<file path="config.mk">
export PLATFORM = sky130hd
export DESIGN_NAME = masked_join_stream_bv_flat
export DESIGN_NICKNAME = d
export VERILOG_FILES = /design/src/rtl/masked_join_stream_bv_pkg.sv /design/src/rtl/masked_join_stream_bv_if.sv /design/src/rtl/masked_join_stream_bv_slot.sv /design/src/rtl/masked_join_stream_bv.sv /design/src/flat_wrapper.sv
export SDC_FILE = /design/constraint.sdc
export NUM_CORES = 1
export LEC_CHECK = 0
export ABC_AREA = 1
export CORE_MARGIN = 3
export CORE_UTILIZATION = 30
export CTS_CLUSTER_SIZE = 30
export DETAILED_ROUTE_END_ITERATION = 8
export GPL_TIMING_DRIVEN = 0
export MAX_ROUTING_LAYER = met4
export SYNTH_ARGS = -nofsm -noshare
export SYNTH_HDL_FRONTEND = slang
export SYNTH_SLANG_ARGS = --single-unit
</file>
<file path="constraint.sdc">
create_clock -name in_clock -period 1.57 [get_ports in_clock]
set_clock_uncertainty 0.05 [all_clocks]
set_input_delay 0.314 -clock in_clock [delete_from_list [all_inputs] [get_ports in_clock]]
set_output_delay 0.314 -clock in_clock [all_outputs]
set_load 0.005 [all_outputs]
</file>
<file path="src/rtl/masked_join_stream_bv_pkg.sv">
// Package masked_pkg: helpers shared by the masked join block and its share lanes.
//   beat_e    - what the control path does with the current cycle's input beat
//   f_cnt_w   - width of the beat counter for a given beat count per word
//   f_slot_lo - low bit of accumulator slot k, honouring the slot ordering
package masked_pkg;

  typedef enum logic [1:0] {
    BEAT_IDLE,   // no beat taken this cycle
    BEAT_PART,   // non-final beat: goes into the accumulator
    BEAT_FINAL,  // final beat: full word goes to the output register
    BEAT_DROP    // partial word abandoned by in_clear
  } beat_e;

  function automatic int f_cnt_w(input int num_parts);
    return (num_parts > 1) ? $clog2(num_parts) : 1;
  endfunction

  function automatic int f_slot_lo(input int k, input bit msb_first,
                                   input int num_parts, input int part_width);
    return msb_first ? (num_parts - 1 - k) * part_width : k * part_width;
  endfunction

endpackage

</file>
<file path="src/rtl/masked_join_stream_bv_if.sv">
// Stream bundle of the masked join block.
//   in_valid/out_ready/in_a   : narrow input beats, one PART_WIDTH slice per share
//   out_valid/in_ready/out_b  : joined word, one NUM_PARTS*PART_WIDTH lane per share
//   in_clear                  : abort of the partial word being collected
//   out_busy                  : a partial word is pending
// master = environment side, slave = join block side.
interface masked_join_stream_bv_if #(
  parameter int NUM_SHARES = 2,
  parameter int PART_WIDTH = 15,
  parameter int NUM_PARTS  = 2
);
  logic                                            in_clear;
  logic                                            in_valid;
  logic                                            out_ready;
  logic [NUM_SHARES-1:0][PART_WIDTH-1:0]           in_a;
  logic                                            out_valid;
  logic                                            in_ready;
  logic [NUM_SHARES-1:0][NUM_PARTS*PART_WIDTH-1:0] out_b;
  logic                                            out_busy;

  modport master (
    output in_clear, in_valid, in_a, in_ready,
    input  out_ready, out_valid, out_b, out_busy
  );

  modport slave (
    input  in_clear, in_valid, in_a, in_ready,
    output out_ready, out_valid, out_b, out_busy
  );
endinterface

</file>
<file path="src/rtl/masked_join_stream_bv_slot.sv">
// masked_share_slot_reg: one share lane of the masked join.
// Holds the slot-addressed accumulator and the registered output word for a
// single share; nothing in here ever sees another share's data.
//   clk, rst_n : clock, async active-low reset
//   clear      : zero the accumulator
//   wr_part    : write beat into slot `slot` of the accumulator
//   wr_final   : load {beat in slot `slot`, accumulator} into word_p1
//   slot       : current beat index
//   beat       : this share's input slice
//   word_p1    : this share's joined output word
module masked_share_slot_reg
  import masked_pkg::*;
#(
  parameter int PART_WIDTH = 15,
  parameter int NUM_PARTS  = 2,
  parameter bit MSB_FIRST  = 1'b0,
  localparam int CNT_W  = f_cnt_w(NUM_PARTS),
  localparam int WORD_W = NUM_PARTS * PART_WIDTH
) (
  input  logic                  clk,
  input  logic                  rst_n,
  input  logic                  clear,
  input  logic                  wr_part,
  input  logic                  wr_final,
  input  logic [CNT_W-1:0]      slot,
  input  logic [PART_WIDTH-1:0] beat,
  output logic [WORD_W-1:0]     word_p1
);

  logic [WORD_W-1:0] acc_p0;
  logic [WORD_W-1:0] acc_nxt;

  // Accumulator with the current beat dropped into its slot; this is also
  // the complete word when the beat is the final one.
  always_comb begin
    acc_nxt = acc_p0;
    for (int k = 0; k < NUM_PARTS; k++) begin
      if (slot == CNT_W'(k))
        acc_nxt[f_slot_lo(k, MSB_FIRST, NUM_PARTS, PART_WIDTH) +: PART_WIDTH] = beat;
    end
  end

  // p0 -> p1: accumulator and output word registers
  always_ff @(posedge clk or negedge rst_n) begin
    if (!rst_n) begin
      acc_p0  <= '0;
      word_p1 <= '0;
    end else begin
      if (clear)
        acc_p0 <= '0;
      else if (wr_part)
        acc_p0 <= acc_nxt;
      if (wr_final)
        word_p1 <= acc_nxt;
    end
  end

endmodule

</file>
<file path="src/rtl/masked_join_stream_bv.sv">
// masked_join_stream_bv: joins NUM_PARTS narrow beats of a masked (shared)
// slice into one wide shared word, lane by lane, with no cross-share logic.
//   in_clock : clock, rising edge
//   in_reset : async reset, active-low
//   bus      : slave side of masked_join_stream_bv_if (input beats, joined
//              word, clear, busy)
// The beat counter and the output valid are share-independent and live here;
// each share's data path is a masked_share_slot_reg lane.
module masked_join_stream_bv
  import masked_pkg::*;
#(
  parameter int NUM_SHARES = 2,
  parameter int PART_WIDTH = 15,
  parameter int NUM_PARTS  = 2,
  parameter bit MSB_FIRST  = 1'b0
) (
  input  logic                    in_clock,
  input  logic                    in_reset,
  masked_join_stream_bv_if.slave  bus
);

  localparam int               CNT_W  = f_cnt_w(NUM_PARTS);
  localparam int               WORD_W = NUM_PARTS * PART_WIDTH;
  localparam logic [CNT_W-1:0] LAST   = CNT_W'(NUM_PARTS - 1);

  logic [CNT_W-1:0]                 cnt_p0;
  logic                             vld_p1;
  logic                             last_slot;
  logic                             accept;
  logic                             consume;
  logic                             wr_part;
  logic                             wr_final;
  beat_e                            beat_kind;
  logic [NUM_SHARES-1:0][WORD_W-1:0] word_p1;

  // Only the final beat can stall, and only while a word is held unconsumed;
  // a consume in the same cycle frees the output register for the new word.
  assign last_slot     = (cnt_p0 == LAST);
  assign bus.out_ready = !(last_slot && vld_p1 && !bus.in_ready);
  assign accept        = bus.in_valid && bus.out_ready;
  assign consume       = vld_p1 && bus.in_ready;

  // Clear outranks an accepted beat: the beat is dropped.
  always_comb begin
    beat_kind = BEAT_IDLE;
    if (bus.in_clear)
      beat_kind = BEAT_DROP;
    else if (accept)
      beat_kind = last_slot ? BEAT_FINAL : BEAT_PART;
  end

  assign wr_part  = (beat_kind == BEAT_PART);
  assign wr_final = (beat_kind == BEAT_FINAL);

  // p0 -> p1: beat counter and output valid
  always_ff @(posedge in_clock or negedge in_reset) begin
    if (!in_reset) begin
      cnt_p0 <= '0;
      vld_p1 <= 1'b0;
    end else begin
      case (beat_kind)
        BEAT_DROP:  cnt_p0 <= '0;
        BEAT_PART:  cnt_p0 <= cnt_p0 + CNT_W'(1);
        BEAT_FINAL: cnt_p0 <= '0;
        default:    cnt_p0 <= cnt_p0;
      endcase
      if (wr_final)
        vld_p1 <= 1'b1;
      else if (consume)
        vld_p1 <= 1'b0;
    end
  end

  for (genvar s = 0; s < NUM_SHARES; s++) begin : g_share
    masked_share_slot_reg #(
      .PART_WIDTH (PART_WIDTH),
      .NUM_PARTS  (NUM_PARTS),
      .MSB_FIRST  (MSB_FIRST)
    ) u_lane (
      .clk      (in_clock),
      .rst_n    (in_reset),
      .clear    (bus.in_clear),
      .wr_part  (wr_part),
      .wr_final (wr_final),
      .slot     (cnt_p0),
      .beat     (bus.in_a[s]),
      .word_p1  (word_p1[s])
    );
  end

  assign bus.out_b     = word_p1;
  assign bus.out_valid = vld_p1;
  assign bus.out_busy  = (cnt_p0 != '0);

endmodule
</file>
<file path="src/flat_wrapper.sv">
// flat-port wrapper written by rule: the top's interface ports become plain ports
module masked_join_stream_bv_flat import masked_pkg::*;
#(
  parameter int NUM_SHARES = 2,
  parameter int PART_WIDTH = 15,
  parameter int NUM_PARTS  = 2,
  parameter bit MSB_FIRST  = 1'b0
)
  (in_clock, in_reset, bus_in_clear, bus_in_valid, bus_in_a, bus_in_ready, bus_out_ready, bus_out_valid, bus_out_b, bus_out_busy);
  masked_join_stream_bv_if #(.NUM_SHARES(NUM_SHARES), .PART_WIDTH(PART_WIDTH), .NUM_PARTS(NUM_PARTS)) bus_i ();
  input  logic in_clock;
  input  logic in_reset;
  input wire logic [$bits(bus_i.in_clear)-1:0] bus_in_clear;
  input wire logic [$bits(bus_i.in_valid)-1:0] bus_in_valid;
  input wire logic [$bits(bus_i.in_a)-1:0] bus_in_a;
  input wire logic [$bits(bus_i.in_ready)-1:0] bus_in_ready;
  output wire logic [$bits(bus_i.out_ready)-1:0] bus_out_ready;
  output wire logic [$bits(bus_i.out_valid)-1:0] bus_out_valid;
  output wire logic [$bits(bus_i.out_b)-1:0] bus_out_b;
  output wire logic [$bits(bus_i.out_busy)-1:0] bus_out_busy;
  assign bus_i.in_clear = bus_in_clear;
  assign bus_i.in_valid = bus_in_valid;
  assign bus_i.in_a = bus_in_a;
  assign bus_i.in_ready = bus_in_ready;
  assign bus_out_ready = bus_i.out_ready;
  assign bus_out_valid = bus_i.out_valid;
  assign bus_out_b = bus_i.out_b;
  assign bus_out_busy = bus_i.out_busy;
  masked_join_stream_bv #(.NUM_SHARES(NUM_SHARES), .PART_WIDTH(PART_WIDTH), .NUM_PARTS(NUM_PARTS), .MSB_FIRST(MSB_FIRST)) u_core (.in_clock(in_clock), .in_reset(in_reset), .bus(bus_i));
endmodule
</file>
==> results.tsv <==
stage	metric	value	unit
power_and_ir_drop	power.switching	0.00245	W
yosys	syn_nets	753	
power_and_ir_drop	comb_power_share	17.3	%
power_and_ir_drop	internal_power	0.00702	W
cts	htreeDepth	4	
worst_hold_path	hold_path_class	input port to flip-flop	
yosys	synth_edf_count	0	
detailed_routing	drc	0	
critical_path	worst_r2r_path_depth	7	
detailed_routing	vias_per_cell	4.51	
yosys	synth_xor_area_share	0	%
yosys	synth_top_family_by_area	simple AND/OR/NAND/NOR gates	
global_routing	use_met3	4.54	%
power_and_ir_drop	powerDensity	1250	mW/mm^2
placement	dpl_cell_area	0.00682	sq mm
power_and_ir_drop	p_sw_share	25.9	%
final_layout	layout-drive-gt1-share	11.7	%
critical_path	crit_fanout	3	
cts	clk_pin_slew_worst_paths	0.05	ns
yosys	ys_types	15	
power_and_ir_drop	power_frac_clock	42.7	%
yosys	syn_area_per_cell	7.73	sq um
critical_path	timing.rr.start	u_core.bus.out_busy$_DFFE_PN0P_	
global_routing	grt_pass1_wl	25100	um
critical_path	cp-start-kind	flip-flop	
die	num_io_pins	98	
critical_path	critPathLaunch	u_core.bus.out_busy$_DFFE_PN0P_	
cts	cts-buffers-inserted	17	
cts	clock-sinks	122	
timing	grt_setup_unrepaired	true	
global_routing	first_global_vias	4743	
yosys	yosysSeqAreaShare	55.0	%
detailed_routing	ant_nets	0	
cts	cts_tree	done	
detailed_routing	dr.first_iter.drc_count	464	
yosys	synthMostInstantiatedCell	nand2_1	
power_and_ir_drop	ir_drop	0.000862	V
yosys	synth_cells	718	
timing	max_slew_margin	65.2	%
yosys	synthTopCellsByArea	dfrtp_1, nand2_1, nand3_1	
die	initial_core_util	30.7	%
yosys	synth_top_cell_area_share	55.0	%
power_and_ir_drop	total_power	0.00947	W
final_layout	final_util	42.0	%
yosys	ys_async_sr_fraction	100	%
global_routing	grt_max_degree	71	
yosys	yosysTopAreaCell	dfrtp_1	
global_routing	antenna_found_initial	0	
critical_path	path_class	flip-flop to primary output	
yosys	yosys-mux-area-fraction	0	%
timing	setup_viol	0	
yosys	yosys_most_used_dff	dfrtp_1	
final_layout	syn_to_final_growth	36.9	%
timing	drv_slew	0	
critical_path	cp-endpoint	bus_out_ready	
timing	post-route-min-period	1.52	ns
die	coreArea	0.0181	sq mm
global_routing	track_usage	16.2	%
die	fp.dieW	142	um
yosys	yosysWarnings	0	
detailed_routing	via_count	4899	
critical_path	reg2reg_to	u_core.g_share[1].u_lane.word_p1[20]$_DFFE_PN0N_	
yosys	synthAdderAreaFrac	0	%
power_and_ir_drop	p_seq_share	40.0	%
detailed_routing	drt_pass1_iterations	5	
timing	final_hold_viol_count	0	
cts	worstSkewPairLatency	0.42	ns
critical_path	arrival	1.16	ns
timing	post-route-period-util	96.8	%
timing	tightest_slew	0.522	ns
outcome	status	finished, final reports clean	
detailed_routing	wirelength	15700	um
power_and_ir_drop	p_leak	4.31	nW
yosys	synth_commonest_cells	nand2_1, dfrtp_1, nand3_1	
critical_path	cp-end-kind	primary output	
global_routing	grt_overflow	0	
job	cap_viol_max_count	0	
yosys	yosys.area_share.simple	38.8	%
die	dieArea	0.0202	sq mm
global_routing	met1_usage	22.2	%
die	die_h	142	um
yosys	synth_compound_area_share	0.383	%
yosys	syn_area	0.00555	sq mm
final_layout	n_fill_cell	1791	
placement	gp_congestion	0.794	
detailed_routing	wl_per_cell	14.4	um
critical_path	ff2ff_setup_slack	0.08	ns
timing	max_freq	658	MHz
global_routing	grt_use_met2	23.3	%
yosys	ys_ff_latch	122	
final_layout	nets	881	
cts	cts-root-buf	clkbuf_16	
final_layout	antenna_cells	0	
critical_path	required	1.21	ns
global_routing	top_usage_layer	met2	
die	rows	49	
final_layout	stdcell_area	0.00760	sq mm
placement	dp_hpwl	10800	um
cts	clockBufferDepth	2	
placement	numPortBuffers	96	
==> stage by stage <==
step           worst slack, ns  cells  setup TNS (ns)  hold slack [ns]
2_1_floorplan            0.317    718               0          -0.0316
3_3_place_gp             -4.88   1043         -613.26            0.403
4_1_cts                -0.0647   1082         -0.0690            0.168
3_5_place_dp            -0.391   1044          -19.44            0.256
5_1_grt                -0.0184   1087          -0.165            0.187
6_report                0.0496   1087               0            0.176
==> worst min-delay path by stage <==
stage / from / cells past startpoint / slack, ns / end
detailed placement: in_reset / 1 / 0.26 / u_core.g_share[0].u_lane.word_p1[26]$_DFFE_PN0N_
global placement: u_core.g_share[1].u_lane.acc_p0[2]$_DFFE_PN0P_ / 2 / 0.40 / u_core.g_share[1].u_lane.acc_p0[2]$_DFFE_PN0P_
finish: bus_in_clear / 2 / 0.18 / u_core.g_share[1].u_lane.acc_p0[25]$_DFFE_PN0P_
floorplan: in_reset / 0 / -0.03 / u_core.bus.out_busy$_DFFE_PN0P_
CTS: bus_in_clear / 2 / 0.17 / u_core.g_share[1].u_lane.acc_p0[26]$_DFFE_PN0P_
global route: bus_in_clear / 2 / 0.19 / u_core.g_share[1].u_lane.acc_p0[27]$_DFFE_PN0P_
==> worst max-delay path: stages (launching register included) <==
cell and delay [ns]:
dfrtp_1 0.40, clkbuf_16 0.16, nand3_4 0.06, buf_6 0.12
==> flip-flops by register name, summed over array words and instances (netlist names) <==
register / cells
u_core.bus.out_busy: 1
u_core.bus.out_valid: 1
u_core.g_share.u_lane.acc_p0: 60
u_core.g_share.u_lane.word_p1: 60
==> final cells by class <==
class	instances	area [sq um]	area share [%]
clock buffers	24	502	6.60
well taps	229	287	3.77
clock inverters	7	113	1.48
flip-flops and latches	122	3050	40.2
multi-input cells	540	2210	29.2
plain buffers	45	350	4.61
inverters	11	46.3	0.609
repair buffers	109	1030	13.6
==> per-layer routing <==
metal	part of all wire, %	up-vias
li1	-	2487
met1	47	2231
met2	45	157
met3	6.6	24
met4	2.0	0
met5	0	-
==> cells by family (layout without fill, tap and decap cells) <==
logic type | after synthesis | after routing
AOI/OAI and AO/OA | 2 | 2
buffers and inverters | 57 | 196
DFF | 122 | 122
and+or+nand+nor | 537 | 538
==> power by group through the flow <==
stage | Combinational, W | Clock (W) | Sequential (W)
floorplan | 0.000710 | 0 | 0.00386
global placement | 0.00177 | 0 | 0.00386
finish | 0.00164 | 0.00404 | 0.00379
detailed placement | 0.00179 | 0 | 0.00386
global route | 0.00185 | 0.00426 | 0.00385
CTS | 0.00163 | 0.00411 | 0.00380
==> what timing repair did <==
action	4_1_cts	5_1_grt
setup endpoints to repair	63	114
pin swaps	0	0
hold endpoints to repair	52	0
setup buffers	6	2
hold buffers	1	0
resized for setup	77	34
cloned	0	4
==> cells in the final DEF, fill, tap and decap left out, drive strengths merged, types with 3 or more instances in the layout <==
cell	instances
nand2	437
dfrtp	122
nand3	93
dlygate4sd2	62
buf	53
clkdlybuf4s50	32
clkbuf	30
inv	11
nor2	8
bufinv	3
clkinv	3
Power figures use the tool's default switching activity.
